**src/rtl/mmu_xlate_arbiter.sv**
```systemverilog
// mmu_xlate_arbiter: shares one in-order translation engine between a read and
// a write virtual-request stream. Requests are arbitrated round-robin into a
// one-entry output register. A direction tag FIFO steers each in-order
// response back to the stream that issued it. Responses arriving with nothing
// outstanding are dropped, and they set a sticky orphan flag.
module mmu_xlate_arbiter #(
  parameter int REQ_W   = 43,
  parameter int RSP_W   = 33,
  parameter int MAX_OUT = 4
) (
  input  logic                       s_axi_clk,
  input  logic                       s_aresetn,
  input  logic [REQ_W-1:0]           rd_req_tdata,
  input  logic                       rd_req_tvalid,
  output logic                       rd_req_tready,
  input  logic [REQ_W-1:0]           wr_req_tdata,
  input  logic                       wr_req_tvalid,
  output logic                       wr_req_tready,
  output logic [REQ_W:0]             xl_req_tdata,
  output logic                       xl_req_tvalid,
  input  logic                       xl_req_tready,
  input  logic [RSP_W-1:0]           xl_rsp_tdata,
  input  logic                       xl_rsp_tvalid,
  output logic                       xl_rsp_tready,
  output logic [RSP_W-1:0]           rd_rsp_tdata,
  output logic                       rd_rsp_tvalid,
  input  logic                       rd_rsp_tready,
  output logic [RSP_W-1:0]           wr_rsp_tdata,
  output logic                       wr_rsp_tvalid,
  input  logic                       wr_rsp_tready,
  output logic [$clog2(MAX_OUT):0]   outstanding,
  output logic                       orphan_err
);

  localparam int CW = $clog2(MAX_OUT);
  localparam logic [CW:0] MaxCnt = (CW+1)'(MAX_OUT);
  localparam logic DirRd = 1'b0;
  localparam logic DirWr = 1'b1;

  logic             r_stageValid;
  logic [REQ_W:0]   r_stageData;
  logic             r_lastGrant;
  logic [CW:0]      r_count;
  logic             r_orphan;
  logic             r_tags [MAX_OUT];
  logic [CW-1:0]    r_wrPtr;
  logic [CW-1:0]    r_rdPtr;

  logic             w_loadable;
  logic             w_grantRd;
  logic             w_grantWr;
  logic             w_push;
  logic             w_tagEmpty;
  logic             w_headTag;
  logic             w_rspHs;
  logic             w_orphanBeat;

  // Arbitration uses the registered count, so a response in a full cycle cannot free a slot until the next cycle.
  always_comb begin
    w_loadable = s_aresetn && (!r_stageValid || xl_req_tready) && (r_count < MaxCnt);
    w_grantRd  = w_loadable && rd_req_tvalid && (!wr_req_tvalid || (r_lastGrant == DirWr));
    w_grantWr  = w_loadable && wr_req_tvalid && (!rd_req_tvalid || (r_lastGrant == DirRd));
    w_push     = w_grantRd || w_grantWr;
  end

  assign rd_req_tready = w_grantRd;
  assign wr_req_tready = w_grantWr;
  assign xl_req_tvalid = r_stageValid;
  assign xl_req_tdata  = r_stageData;

  // Steer the response by the oldest tag; with no tags the beat is sunk and flagged.
  always_comb begin
    w_tagEmpty    = (r_count == '0);
    w_headTag     = r_tags[r_rdPtr];
    rd_rsp_tvalid = !w_tagEmpty && (w_headTag == DirRd) && xl_rsp_tvalid;
    wr_rsp_tvalid = !w_tagEmpty && (w_headTag == DirWr) && xl_rsp_tvalid;
    if (w_tagEmpty) begin
      xl_rsp_tready = 1'b1;
    end else if (w_headTag == DirWr) begin
      xl_rsp_tready = wr_rsp_tready;
    end else begin
      xl_rsp_tready = rd_rsp_tready;
    end
    w_rspHs      = !w_tagEmpty && xl_rsp_tvalid && xl_rsp_tready;
    w_orphanBeat = w_tagEmpty && xl_rsp_tvalid;
  end

  assign rd_rsp_tdata = xl_rsp_tdata;
  assign wr_rsp_tdata = xl_rsp_tdata;
  assign outstanding  = r_count;
  assign orphan_err   = r_orphan;

  // Output stage: load on grant, otherwise empty once the engine accepts.
  always_ff @(posedge s_axi_clk or negedge s_aresetn) begin
    if (!s_aresetn) begin
      r_stageValid <= 1'b0;
      r_stageData  <= '0;
    end else if (w_push) begin
      r_stageValid <= 1'b1;
      r_stageData  <= w_grantWr ? {DirWr, wr_req_tdata} : {DirRd, rd_req_tdata};
    end else if (xl_req_tready) begin
      r_stageValid <= 1'b0;
    end
  end

  // Remember the last winner so contention alternates; WR after reset lets RD win first.
  always_ff @(posedge s_axi_clk or negedge s_aresetn) begin
    if (!s_aresetn) begin
      r_lastGrant <= DirWr;
    end else if (w_push) begin
      r_lastGrant <= w_grantWr;
    end
  end

  // Outstanding count doubles as tag FIFO occupancy.
  always_ff @(posedge s_axi_clk or negedge s_aresetn) begin
    if (!s_aresetn) begin
      r_count <= '0;
    end else begin
      case ({w_push, w_rspHs})
        2'b10:   r_count <= r_count + 1'b1;
        2'b01:   r_count <= r_count - 1'b1;
        default: r_count <= r_count;
      endcase
    end
  end

  // Tag FIFO: push direction on grant, pop on response handshake; pointers wrap naturally.
  always_ff @(posedge s_axi_clk or negedge s_aresetn) begin
    if (!s_aresetn) begin
      for (int i = 0; i < MAX_OUT; i++) begin
        r_tags[i] <= 1'b0;
      end
      r_wrPtr <= '0;
      r_rdPtr <= '0;
    end else begin
      if (w_push) begin
        r_tags[r_wrPtr] <= w_grantWr;
        r_wrPtr         <= r_wrPtr + 1'b1;
      end
      if (w_rspHs) begin
        r_rdPtr <= r_rdPtr + 1'b1;
      end
    end
  end

  // Sticky orphan flag, cleared only by reset.
  always_ff @(posedge s_axi_clk or negedge s_aresetn) begin
    if (!s_aresetn) begin
      r_orphan <= 1'b0;
    end else if (w_orphanBeat) begin
      r_orphan <= 1'b1;
    end
  end

endmodule

```
**config.mk**
```make
export PLATFORM = sky130hd
export DESIGN_NAME = mmu_xlate_arbiter
export DESIGN_NICKNAME = d
export VERILOG_FILES = /design/src/rtl/mmu_xlate_arbiter.sv
export SDC_FILE = /design/constraint.sdc
export NUM_CORES = 1
export LEC_CHECK = 0
export BUFFER_PORTS_ARGS = -buffer_cell sky130_fd_sc_hd__clkbuf_2
export CELL_PAD_IN_SITES_DETAIL_PLACEMENT = 1
export CELL_PAD_IN_SITES_GLOBAL_PLACEMENT = 2
export CORE_ASPECT_RATIO = 0.8
export CORE_MARGIN = 1.5
export CORE_UTILIZATION = 21
export CTS_CLUSTER_DIAMETER = 50
export DETAILED_ROUTE_END_ITERATION = 12
export PLACE_DENSITY_LB_ADDON = 0.1
export SYNTH_ARGS = -nofsm -noshare
export SYNTH_HDL_FRONTEND = slang
export SYNTH_SLANG_ARGS = --single-unit
export TNS_END_PERCENT = 20
```
**constraint.sdc**
```tcl
create_clock -name s_axi_clk -period 2.6 [get_ports s_axi_clk]
set_input_delay 0.26 -clock s_axi_clk [delete_from_list [all_inputs] [get_ports s_axi_clk]]
set_output_delay 0.26 -clock s_axi_clk [all_outputs]
set_load 0.01 [all_outputs]
```
# --- After elaboration in Yosys (flattened, before gate mapping) ---
# Index checks and enable logic that the tools add are counted.
classes:
  n_lt_le_gt_ge: 4
  n_addsub: 4
  muxes: 12
  bitwise: 4
  eq_ne: 2
  n_reduce_logical: 25
op_table:
  columns: ["operator", "n"]
  rows:
  - ["$mux 44", 1]
  - ["$logic_and 1x1->1", 14]
  - ["$mux 1", 7]
  - ["$ge 3x3->1 const B", 2]
  - ["$not 2->3", 2]
  - ["$pmux 3 s2", 1]
  - ["$add 2x1->2 const B", 2]
  - ["$bwmux 4", 1]
  - ["$logic_not 1->1", 4]
  - ["$logic_or 1x1->1", 4]
  - ["$reduce_bool 2->1", 2]
  - ["$add 3x1->3 const B", 1]
  - ["$logic_not 3->1", 1]
  - ["$lt 3x1->1 const B", 1]
  - ["$lt 3x3->1 const B", 1]
  - ["$sub 3x1->3 const B", 1]
  - ["$bmux 1 s2", 1]
  - ["$demux 1 s2", 1]
  - ["$eq 2x1->1 const B", 1]
  - ["$eq 2x2->1 const B", 1]
  - ["$not 1->1", 2]
word_totals:
  in_bits: 127
  ff_bits: 58
  elab_cells: 62

# --- Longest topological paths before layout ---
# Gate-level depths: netlist of run 1.
depth:
  word_depth: 9
  mapped_depth: 9
  ltp_nobuf: 9

# --- Least setup slack after synthesis of run 1 ---
# No wires, ideal clock.
synth_timing:
  kind: "register to register"
  from: "register r_rdPtr[0]"
  to: "register r_count[2], in the netlist outstanding[2]"
  stages_incl_launch_ff: 10
  arrival_ps: 2188
  setup_slack_ps: 333
  n_path_buf: 0
  t_required_ps: 2521
  setup_time_ps: 79
  path_cell_list: "dfrtp_1 -> mux4_2 -> mux2i_2 -> nor2_2 -> ha_1 -> inv_1 -> fa_1 -> xor2_1 -> nor2_1 -> xor2_1"
synth_between:
  elab_chain_cells: 9
  word_cells_on_any_way: 11
  classes_between: "eq/ne: 2; mux: 6; bitwise: 1; reduce/logical: 2"
synth_lines:
  columns: ["item", "line_no", "source"]
  rows:
  - ["from (decl)", "47", "logic [CW-1:0] r_rdPtr;"]
  - ["from (signal assigned)", "142", "r_rdPtr <= r_rdPtr + 1'b1;"]
  - ["$not 2->3 (implied by the code) *", "74", "w_headTag = r_tags[r_rdPtr];"]
  - ["$bmux 1 s2 *", "74", null]
  - ["$mux 1 (implied by the code) * (2 in a row)", "74", null]
  - ["$mux 1 *", "79", "end else if (w_headTag == DirWr) begin"]
  - ["$mux 1 *", "77", "if (w_tagEmpty) begin"]
  - ["$logic_and 1x1->1 *", "84", "w_rspHs = !w_tagEmpty && xl_rsp_tvalid && xl_rsp_tready;"]
  - ["named net w_rspHs", "55", "logic w_rspHs;"]
  - ["$eq 2x1->1 or $eq 2x2->1 (tied branches)", "120", "case ({w_push, w_rspHs})"]
  - ["$pmux 3 s2 or $reduce_bool 2->1 (tied branches)", null, null]
  - ["to (signal assigned)", "121", "2'b10: r_count <= r_count + 1'b1;"]
  - ["to (signal assigned)", "122", "2'b01: r_count <= r_count - 1'b1;"]
  - ["to (signal assigned)", "123", "default: r_count <= r_count;"]
  - ["to (decl)", "43", "logic [CW:0] r_count;"]
# Mark *: on every way through the listed nets, which the timed path passes. The rest lies on a longest branch. The select of a mux whose other input is x is not followed.
# A chain may end at the register's enable or synchronous reset.

# --- Worst setup path in the final report of run 1 ---
# Ends and elaborated chain as after synthesis.

==> results of run 1 <==
## logic make-up (layout without fill, tap and decap cells)
| kind of cell | Yosys count | after routing | share of synthesized area [%] |
|---|---|---|---|
| compound gates | 50 | 50 | 11.0 |
| xor+xnor | 6 | 6 | 1.63 |
| fa+ha+maj | 6 | 6 | 2.56 |
| buf+inv | 92 | 177 | 19.2 |
| flops | 58 | 58 | 45.0 |
| mux | 3 | 3 | 1.43 |
| simple gates | 137 | 137 | 19.2 |
## power by group
part	total, mW	switching (mW)	internal [mW]
combinational	1.78	0.987	0.794
sequential	1.63	0.268	1.36
clock	1.26	0.417	0.847
total	4.67	1.67	3.00
## cell usage in the layout (no fill, tap or decap), drive strengths merged
master and count:
nand2 77, nor3b 1, dfrtp 57, nor2 41, mux2i 2, ha 5, a31oi 34, nand2b 1
a22o 4, nor3 1, nor4b 1, o21bai 1, xnor2 2, xor2 4, mux4 1, o21ai 1
buf 6, clkbuf 161, and2 9, nand4bb 1, or3 1, dfstp 1, fa 1, clkinv 1
or2 1, inv 8, bufinv 1, and3 1, nor2b 2, a221o 9, a21oi 1
## layer usage
metal | wire (µm) | GRT usage, %
met5 | 0 | 0
met4 | 172 | 4.95
met3 | 576 | 3.65
met2 | 4170 | 19.1
met1 | 4590 | 16.2
## per-stage QoR
step           worst slack (ns)  cell area [µm²]
6_report                  0.187             3990
5_1_grt                  0.0268             3990
4_1_cts                   0.150             3990
3_5_place_dp              0.167             3670
3_3_place_gp              0.225             3670
2_1_floorplan             0.333             3230
## sequential cells by signal, indices dropped and copies added (netlist names)
register       cells
r_lastGrant        1
r_wrPtr            2
r_rdPtr            2
r_tags             4
outstanding        3
xl_req_tdata      44
xl_req_tvalid      1
orphan_err         1
## synthesized netlist by cell type, drive strengths merged
cell,count,area share [%]
nor4b,1,0.74
xnor2,2,0.54
nor2,41,4.8
nand2,77,9.0
nor2b,2,0.62
mux4,1,0.70
o21ai,1,0.15
clkbuf,8,0.93
xor2,4,1.1
nor3,1,0.50
dfrtp,57,44
and2,9,1.7
clkinv,1,0.15
ha,5,1.9
mux2i,2,0.74
nand2b,1,0.43
nor3b,1,0.39
a21oi,1,0.15
inv,8,0.93
and3,1,0.23
a221o,9,2.8
o21bai,1,0.23
buf,75,17
or2,1,0.19
nand4bb,1,0.35
dfstp,1,0.81
a31oi,34,6.6
fa,1,0.62
a22o,4,1.1
or3,1,0.19
## layout make-up
class,instances,area [µm²]
Clock buffer,15,288
Clock inverter,1,30.0
Fill cell,1781,11000
Inverter,9,35.0
Multi-Input combinational cell,202,1160
Sequential cell,58,1450
Tap cell,189,236
Timing Repair Buffer,152,786
## worst max-delay path by stage
stage                     startpoint              to  slack, ns  cells past startpoint
final                     r_rdPtr[0]  outstanding[2]       0.19                      9
after global routing      r_rdPtr[0]  outstanding[2]       0.03                      9
after CTS                 r_rdPtr[0]  outstanding[2]       0.15                      9
after detailed placement  r_rdPtr[0]  outstanding[2]       0.17                      9
after global placement    r_rdPtr[0]  outstanding[2]       0.22                      9
after floorplan           r_rdPtr[0]  outstanding[2]       0.33                      9
## worst max-delay path, cell delays in order, from the launching register on
cell and delay (ns):
dfrtp_1 0.39, mux4_2 0.56, mux2i_2 0.20, nor2_2 0.14, ha_1 0.20, inv_1 0.06, fa_1 0.37, xor2_1 0.15
nor2_1 0.12, xor2_1 0.15
==> qor.yml, run 1 <==
dp_hpwl_um: 6610
syn_to_final_growth_pct: 23.5
worst_pin_slew_ns: 0.790
cts_resized: 0
avgSynthCellArea_um2: 9.17
cts_max_path_buffers: 2
grtUsageTotal_pct: 12.4
design.core.area_um2: 15000
holdWs_ns: 0.162
relSlewSlack_pct: 47.3
powerDensity_nw_per_um2: 1170
synth_seq_area_share_pct: 45.0
synth_seq_cells: 58
timing.rr.start: "r_rdPtr[0]"
postRouteAntennaNets: 0
grt_pass1_wl_um: 15200
viasPerCell: 4.14
placed_cells: 610
diodes: 0
overflow: 0
grt_max_degree: 73
finalSetupTns_ns: 0
cp.required_ns: 2.85
fin_util_pct: 26.6
fin_skew_ns: 0.00443
timing.fmax_ghz: 0.414
setup_violations: 0
r2r_setup_slack_ns: 0.19
crit_path_end_kind: "flip-flop"
die_h_um: 114
rsz0062_at_grt: "no"
yosysWarnings: 0
worst_skew_pair.late_latency_ns: 0.33
cts_tree: "yes"
drv_cap: 0
status: "completed"
dieArea_um2: 16100
critPathLaunchType: "flip-flop"
drive_gt1_share_pct: 41.2
drc: 0
clock-sinks: 58
r2r_cells: 9
wirelength_um: 9510
layout_min_cycle_time_ns: 2.41
power_mw: 4.67
die_width_um: 142
clk_pin_slew_ns: 0.05
hp-class: "input port to asynchronous set/reset pin"
ys_types: 36
nNetsFinal: 565
htree_levels: 3
grt_pass1_vias: 2806
ir_drop_mv: 0.323
worstPathArrival_ns: 2.67
p_leak_nw: 1.99
initial_core_util_pct: 21.5
r2r_end: "outstanding[2]"
place.gp.congestion: 0.685
hold_viol_final: 0
first_pass_iters: 4
drt_iter0_markers: 61
slew_violations: 0
fin_cells: 626
syn_area_um2: 3230
vias: 2592
syn_nets: 485
std_cell_rows: 40
min_period_over_period_pct: 92.8
root_buffer: "clkbuf_16"
io_pins: 247
port-buffer-count: 147
synthCells: 352
post_cts_buffers: 0
antenna_found_initial: 0
crit_path_max_fanout: 3
crit_type: "flip-flop to flip-flop"
numCtsBuffers: 9
wire_per_inst_um: 15.2
holdBufCountCts: 0
No activity file was read; power rests on OpenSTA's default activity.
==> run 2, diff against run 1 <==
--- a/config.mk
+++ b/config.mk
@@ -13,6 +13,7 @@
 export CORE_UTILIZATION = 21
 export CTS_CLUSTER_DIAMETER = 50
 export DETAILED_ROUTE_END_ITERATION = 12
+export GPL_TIMING_DRIVEN = 0
 export PLACE_DENSITY_LB_ADDON = 0.1
 export SYNTH_ARGS = -nofsm -noshare
 export SYNTH_HDL_FRONTEND = slang
==> run 2 against run 1 <==
Effect of this change:
- core utilization rose by 6.3 points
- flip-flop and latch count did not move
- register-to-register slack got worse by 0.04 ns
- global-route usage rose by 1.7 points
- clock power barely moved
- non-clock buffer count rose by 149
- die area did not move
- critical path depth did not move
- wire length rose by 21%
- cell area rose by 24%
- sequential power barely moved
- hold slack got worse by 0.11 ns
- critical endpoint unchanged
==> qor.yml, run 2 (synthesis results as in run 1) <==
final_cell_mix: "clkbuf_2, nand2_1, buf_4"
grt_max_degree: 31  # -58%
critPathLaunchType: "flip-flop"
std_cell_rows: 40  # unchanged
initial_core_util_pct: 21.5  # unchanged
drt_iter0_markers: 67  # +9.8%
critical_path_buf_inv_count: 1  # unchanged
nNetsFinal: 714  # +26%
syn_to_final_growth_pct: 52.8
cts_resized: 0  # unchanged
viasPerCell: 4.20  # +1.4%
dpl-instance-area_um2: 4560  # +24%
crit_type: "flip-flop to flip-flop"
layout_min_cycle_time_ns: 2.46  # +0.0429 ns
postRouteAntennaNets: 0  # unchanged
status: "completed"
design_area_um2: 4930  # +24%
crit_path_end_kind: "flip-flop"
powerDensity_nw_per_um2: 992  # -15%
hp-class: "input port to asynchronous set/reset pin"
critPathTopFamily: "multiplexers"
place.gp.congestion: 0.718  # +4.9%
diodes: 0  # unchanged
path_cells: "mux4_2 > mux2i_2 > nor2_2 > ha_1 > inv_1 > fa_1 > xor2_1 > nor2_1 > xor2_1"
root_buffer: "clkbuf_16"
htree_levels: 3  # unchanged
dp_hpwl_um: 8790  # +33%
cp.required_ns: 2.85  # about the same
grt_pass1_vias: 3317  # +18%
startpoint: "r_rdPtr[0]"
worst_skew_pair.late_latency_ns: 0.32  # about the same
grtUsageTotal_pct: 14.1  # +1.7 points
cp_common_cell: "xor2_1"
clk_pin_slew_ns: 0.05  # about the same
drc: 0  # unchanged
slew_violations: 0  # unchanged
wirelength_um: 11500  # +21%
setup_violations: 0  # unchanged
largest_reg_flops: 44  # unchanged
drive_gt1_share_pct: 54.1  # +13 points
finalSetupTns_ns: 0  # unchanged
worst_pin_slew_ns: 0.566  # -0.224 ns
fin_util_pct: 32.9  # +6.3 points
die_h_um: 114  # unchanged
ir_drop_mv: 0.274  # -15%
final_common_cell: "clkbuf_2"
design.core.area_um2: 15000  # unchanged
min_period_over_period_pct: 94.5  # +1.6 points
timing.rr.start: "r_rdPtr[0]"
hold_viol_final: 0  # unchanged
crit_slowest_cell: "mux4_2"
wire_per_inst_um: 14.8  # -2.3%
numCtsBuffers: 9  # unchanged
io_pins: 247  # unchanged
dieArea_um2: 16100  # unchanged
clock-sinks: 58  # unchanged
slowest_delay_ns: 0.57  # about the same
p_leak_nw: 2.64  # +33%
fin_skew_ns: 0.00580  # +0.00137 ns
rsz0062_at_grt: "no"
antenna_found_initial: 0  # unchanged
port-buffer-count: 213  # +45%
cts_max_path_buffers: 2  # unchanged
cts_tree: "yes"
timing.fmax_ghz: 0.407  # -1.7%
overflow: 0  # unchanged
relSlewSlack_pct: 62.1  # +15 points
drv_cap: 0  # unchanged
worstPathArrival_ns: 2.70  # +0.03 ns
grt_pass1_wl_um: 17200  # +13%
vias: 3253  # +26%
die_width_um: 142  # unchanged
crit_path_max_fanout: 3  # unchanged
power_mw: 4.90  # +4.8%
first_pass_iters: 4  # unchanged
==> run 2: per-layer routing <==
metal / track usage [%] / wire (µm) / vias to the layer above
met5: 0 / 0 / -
met4: 3.92 / 116 / 0
met3: 5.12 / 859 / 10
met2: 23.1 / 5490 / 129
met1: 17.5 / 5040 / 1558
li1: - / - / 1556
==> run 2: cell type report <==
class	instances	area (µm²)
fill	1835	10100
sequential	58	1450
multi-input combinational	202	1160
timing repair buffer	218	1150
buffer	83	586
clock buffer	14	254
tap	189	236
clock inverter	2	60.1
inverter	9	35.0
==> run 2: per-stage QoR <==
stage | worst slack [ns] | hold WS, ns | cells
floorplan | 0.333 | -0.0356 | 352
global placement | -0.986 | 0.462 | 754
detailed placement | -0.108 | 0.0918 | 755
CTS | 0.107 | 0.0409 | 774
global route | 0.00634 | 0.0510 | 775
finish | 0.144 | 0.0484 | 775
==> run 2: worst min-delay path, cell delays in order <==
cell	delay, ns
clkbuf_4	0.13
buf_16	0.13
buf_12	0.19
==> run 2: path summary, 6_finish.rpt <==
kind | endpoint | slack (ns) | cells past startpoint
min in group s_axi_clk | xl_req_tdata[10] | 0.17 | 3
min reg2reg | r_rdPtr[1] | 0.48 | 1
max | outstanding[2] | 0.14 | 9
max in group asynchronous | orphan_err | 2.13 | 2
max reg2reg | outstanding[2] | 0.14 | 9
min | xl_req_tdata[19] | 0.05 | 3
==> run 2: report_power, final <==
| part | switching, mW | internal [mW] | leakage, nW |
|---|---|---|---|
| Combinational | 1.08 | 0.921 | 1.83 |
| Clock | 0.398 | 0.866 | 0.151 |
| Sequential | 0.276 | 1.36 | 0.663 |
==> run 2: what timing repair did <==
action                                 4_1_cts  5_1_grt
setup endpoints to repair                    0        1
setup buffers                                0        1
endpoints found under the hold margin       32        0
hold buffers                                 3        0
==> run 3, diff against run 2 <==
--- a/config.mk
+++ b/config.mk
@@ -9,12 +9,11 @@
 export CELL_PAD_IN_SITES_DETAIL_PLACEMENT = 1
 export CELL_PAD_IN_SITES_GLOBAL_PLACEMENT = 2
 export CORE_ASPECT_RATIO = 0.8
-export CORE_MARGIN = 1.5
 export CORE_UTILIZATION = 21
 export CTS_CLUSTER_DIAMETER = 50
 export DETAILED_ROUTE_END_ITERATION = 12
 export GPL_TIMING_DRIVEN = 0
-export PLACE_DENSITY_LB_ADDON = 0.1
+export PLACE_DENSITY = 0.88
 export SYNTH_ARGS = -nofsm -noshare
 export SYNTH_HDL_FRONTEND = slang
 export SYNTH_SLANG_ARGS = --single-unit
==> run 3 against run 2 <==
Effect of this change:
- worst setup slack improved by 0.030 ns
- critical path depth unchanged
- die area fell by 1.6%
- global-route usage grew 0.24 points
- largest power group unchanged
- core utilization shrank 0.24 points
- clock power about the same
- cell area is 0.74% lower
- clock skew grew 0.00065 ns
- register-to-register slack gained 0.03 ns
- power decreased by 0.28%
==> qor.yml, run 3 (synthesis results as in run 1) <==
status: "completed"
setup_slack_ns: 0.174  # +0.0300 ns
r2r_cells: 9  # unchanged
fillers: 1866  # +1.7%
diodes: 0  # unchanged
dieArea_um2: 15900  # -1.6%
root_buffer: "clkbuf_16"
clock-sinks: 58  # unchanged
final_cell_mix: "clkbuf_2, nand2_1, buf_4"
grt_max_degree: 58  # +87%
critPathLaunchType: "flip-flop"
grtUsageTotal_pct: 14.3  # +0.24 points
clk_pin_slew_ns: 0.06  # about the same
r2r_end: "outstanding[2]"
antenna_found_initial: 0  # unchanged
dp_hpwl_um: 8620  # -2.0%
p_leak_nw: 2.63  # -0.39%
sw_frac_of_total_pct: 36.1  # +0.33 points
die_h_um: 113  # -0.88%
ir_drop_mv: 0.346  # +26%
placed_cells: 754  # -0.13%
syn_to_final_growth_pct: 51.6
io_pins: 247  # unchanged
first_pass_iters: 4  # unchanged
cts_max_path_buffers: 2  # unchanged
setup_violations: 0  # unchanged
numCtsBuffers: 9  # unchanged
cts_tree: "yes"
die_width_um: 141  # -0.71%
timing.fmax_ghz: 0.412  # +1.2%
hold_start: "wr_req_tdata[2]"
powerDensity_nw_per_um2: 997  # +0.46%
worst_pin_slew_ns: 0.549  # -0.0173 ns
crit_path_end_kind: "flip-flop"
min_period_over_period_pct: 93.3  # -1.2 points
worst_skew_pair.late_latency_ns: 0.33  # about the same
std_cell_rows: 40  # unchanged
p_int_mw: 3.12  # -0.80%
slew_violations: 0  # unchanged
crit_type: "flip-flop to flip-flop"
place_ws_ns: -0.384  # -0.276 ns
wirelength_um: 10900  # -5.0%
overflow: 0  # unchanged
layout_min_cycle_time_ns: 2.43  # -0.0300 ns
worstPathArrival_ns: 2.68  # -0.02 ns
r2r_setup_slack_ns: 0.17  # +0.03 ns
final_common_cell: "clkbuf_2"
grt_pass1_wl_um: 17500  # +1.6%
postRouteAntennaNets: 0  # unchanged
htree_levels: 3  # unchanged
grt_pass1_vias: 3471  # +4.6%
hold_viol_final: 0  # unchanged
viasPerCell: 4.25  # +1.3%
switchingPower_mw: 1.76  # +0.64%
nNetsFinal: 711  # -0.42%
dpl-instance-area_um2: 4530  # -0.60%
hp-class: "input port to flip-flop"
vias: 3282  # +0.89%
post_cts_buffers: 0  # unchanged
crit_path_max_fanout: 3  # unchanged
port-buffer-count: 213  # unchanged
design.core.area_um2: 15000  # unchanged
hold_depth: 3
drive_gt1_share_pct: 54.5  # +0.45 points
design_area_um2: 4900  # -0.74%
drt_iter0_markers: 86  # +28%
place.gp.congestion: 0.720  # +0.32%
cp.required_ns: 2.85  # about the same
wire_per_inst_um: 14.1  # -4.7%
timing.rr.start: "r_rdPtr[0]"
drc: 0  # unchanged
clkPwrFrac_pct: 26.2  # +0.4 points
p_seq_share_pct: 33.5  # about the same
p_comb_share_pct: 40.3  # -0.5 points
min_to: "xl_req_tdata[2]"
fin_cells: 772  # -0.39%
relSlewSlack_pct: 63.4  # +1.3 points
largest_reg_flops: 44  # unchanged
drv_cap: 0  # unchanged
rsz0062_at_grt: "no"
fin_skew_ns: 0.00645  # +0.000648 ns
initial_core_util_pct: 21.5  # unchanged
## run 3: changes by cell type in the layout (fill, tap and decap cells not counted)
cell / before / now
clkbuf_1: 12 / 8
clkinv_2: 1 / 5
buf_12: 2 / 0
buf_4: 68 / 67
clkbuf_4: 1 / 0
clkbuf_8: 1 / 2
## run 3: metrics by stage
| stage | power (mW) | setup TNS [ns] | utilization, % | hold WS (ns) |
|---|---|---|---|---|
| 6_report | 4.88 | 0 | 32.6 | 0.158 |
| 3_3_place_gp | 3.56 | -18.62 | 30.2 | 0.470 |
| 4_1_cts | 4.98 | 0 | 32.6 | 0.147 |
| 2_1_floorplan | 2.78 | 0 | - | -0.0356 |
| 3_5_place_dp | 3.65 | -0.765 | 30.2 | 0.461 |
| 5_1_grt | 5.24 | 0 | 32.6 | 0.153 |
## run 3: worst max-delay path by stage
stage	from	cells after the start	endpoint
floorplan	r_rdPtr[0]	9	outstanding[2]
CTS	s_aresetn	11	outstanding[2]
detailed placement	s_aresetn	10	outstanding[2]
global placement	s_aresetn	10	outstanding[2]
finish	r_rdPtr[0]	9	outstanding[2]
global route	s_aresetn	11	outstanding[2]
## run 3: final cells by class
class	instances	area [µm²]	area share [%]
Sequential cell	58	1450	29.7
Timing Repair Buffer	215	1110	22.7
Buffer	83	586	12.0
Clock buffer	10	239	4.88
Multi-Input combinational cell	202	1160	23.6
Tap cell	189	236	4.83
Clock inverter	6	80.1	1.64
Inverter	9	35.0	0.715
## run 3: power by group through the flow
stage	Clock [mW]	Sequential, mW	Combinational (mW)
after floorplan	0	1.78	1.00
after global placement	0	1.62	1.94
after detailed placement	0	1.65	2.00
after CTS	1.32	1.65	2.02
after global routing	1.36	1.70	2.18
final	1.28	1.64	1.97
## run 3: worst max-delay path, stage by stage (launching register included)
cell and delay (ns):
dfrtp_1 0.40, mux4_2 0.56, mux2i_2 0.20, nor2_2 0.13
ha_1 0.20, inv_1 0.06, fa_1 0.37, xor2_1 0.15
nor2_1 0.11, xor2_1 0.15
## run 3: repair_timing
item	4_1_cts	5_1_grt
endpoints found under the setup margin	2	1
gates cloned	0	0
pin swaps	0	1
endpoints found under the hold margin	57	0
hold buffers	2	0
gates resized for setup	1	0
## run 3: routing by layer
metal | global-route usage, % | share of wire, %
met5 | 0 | 0
met4 | 5.65 | 1.5
met3 | 3.05 | 4.2
met2 | 26.1 | 53
met1 | 16.4 | 41
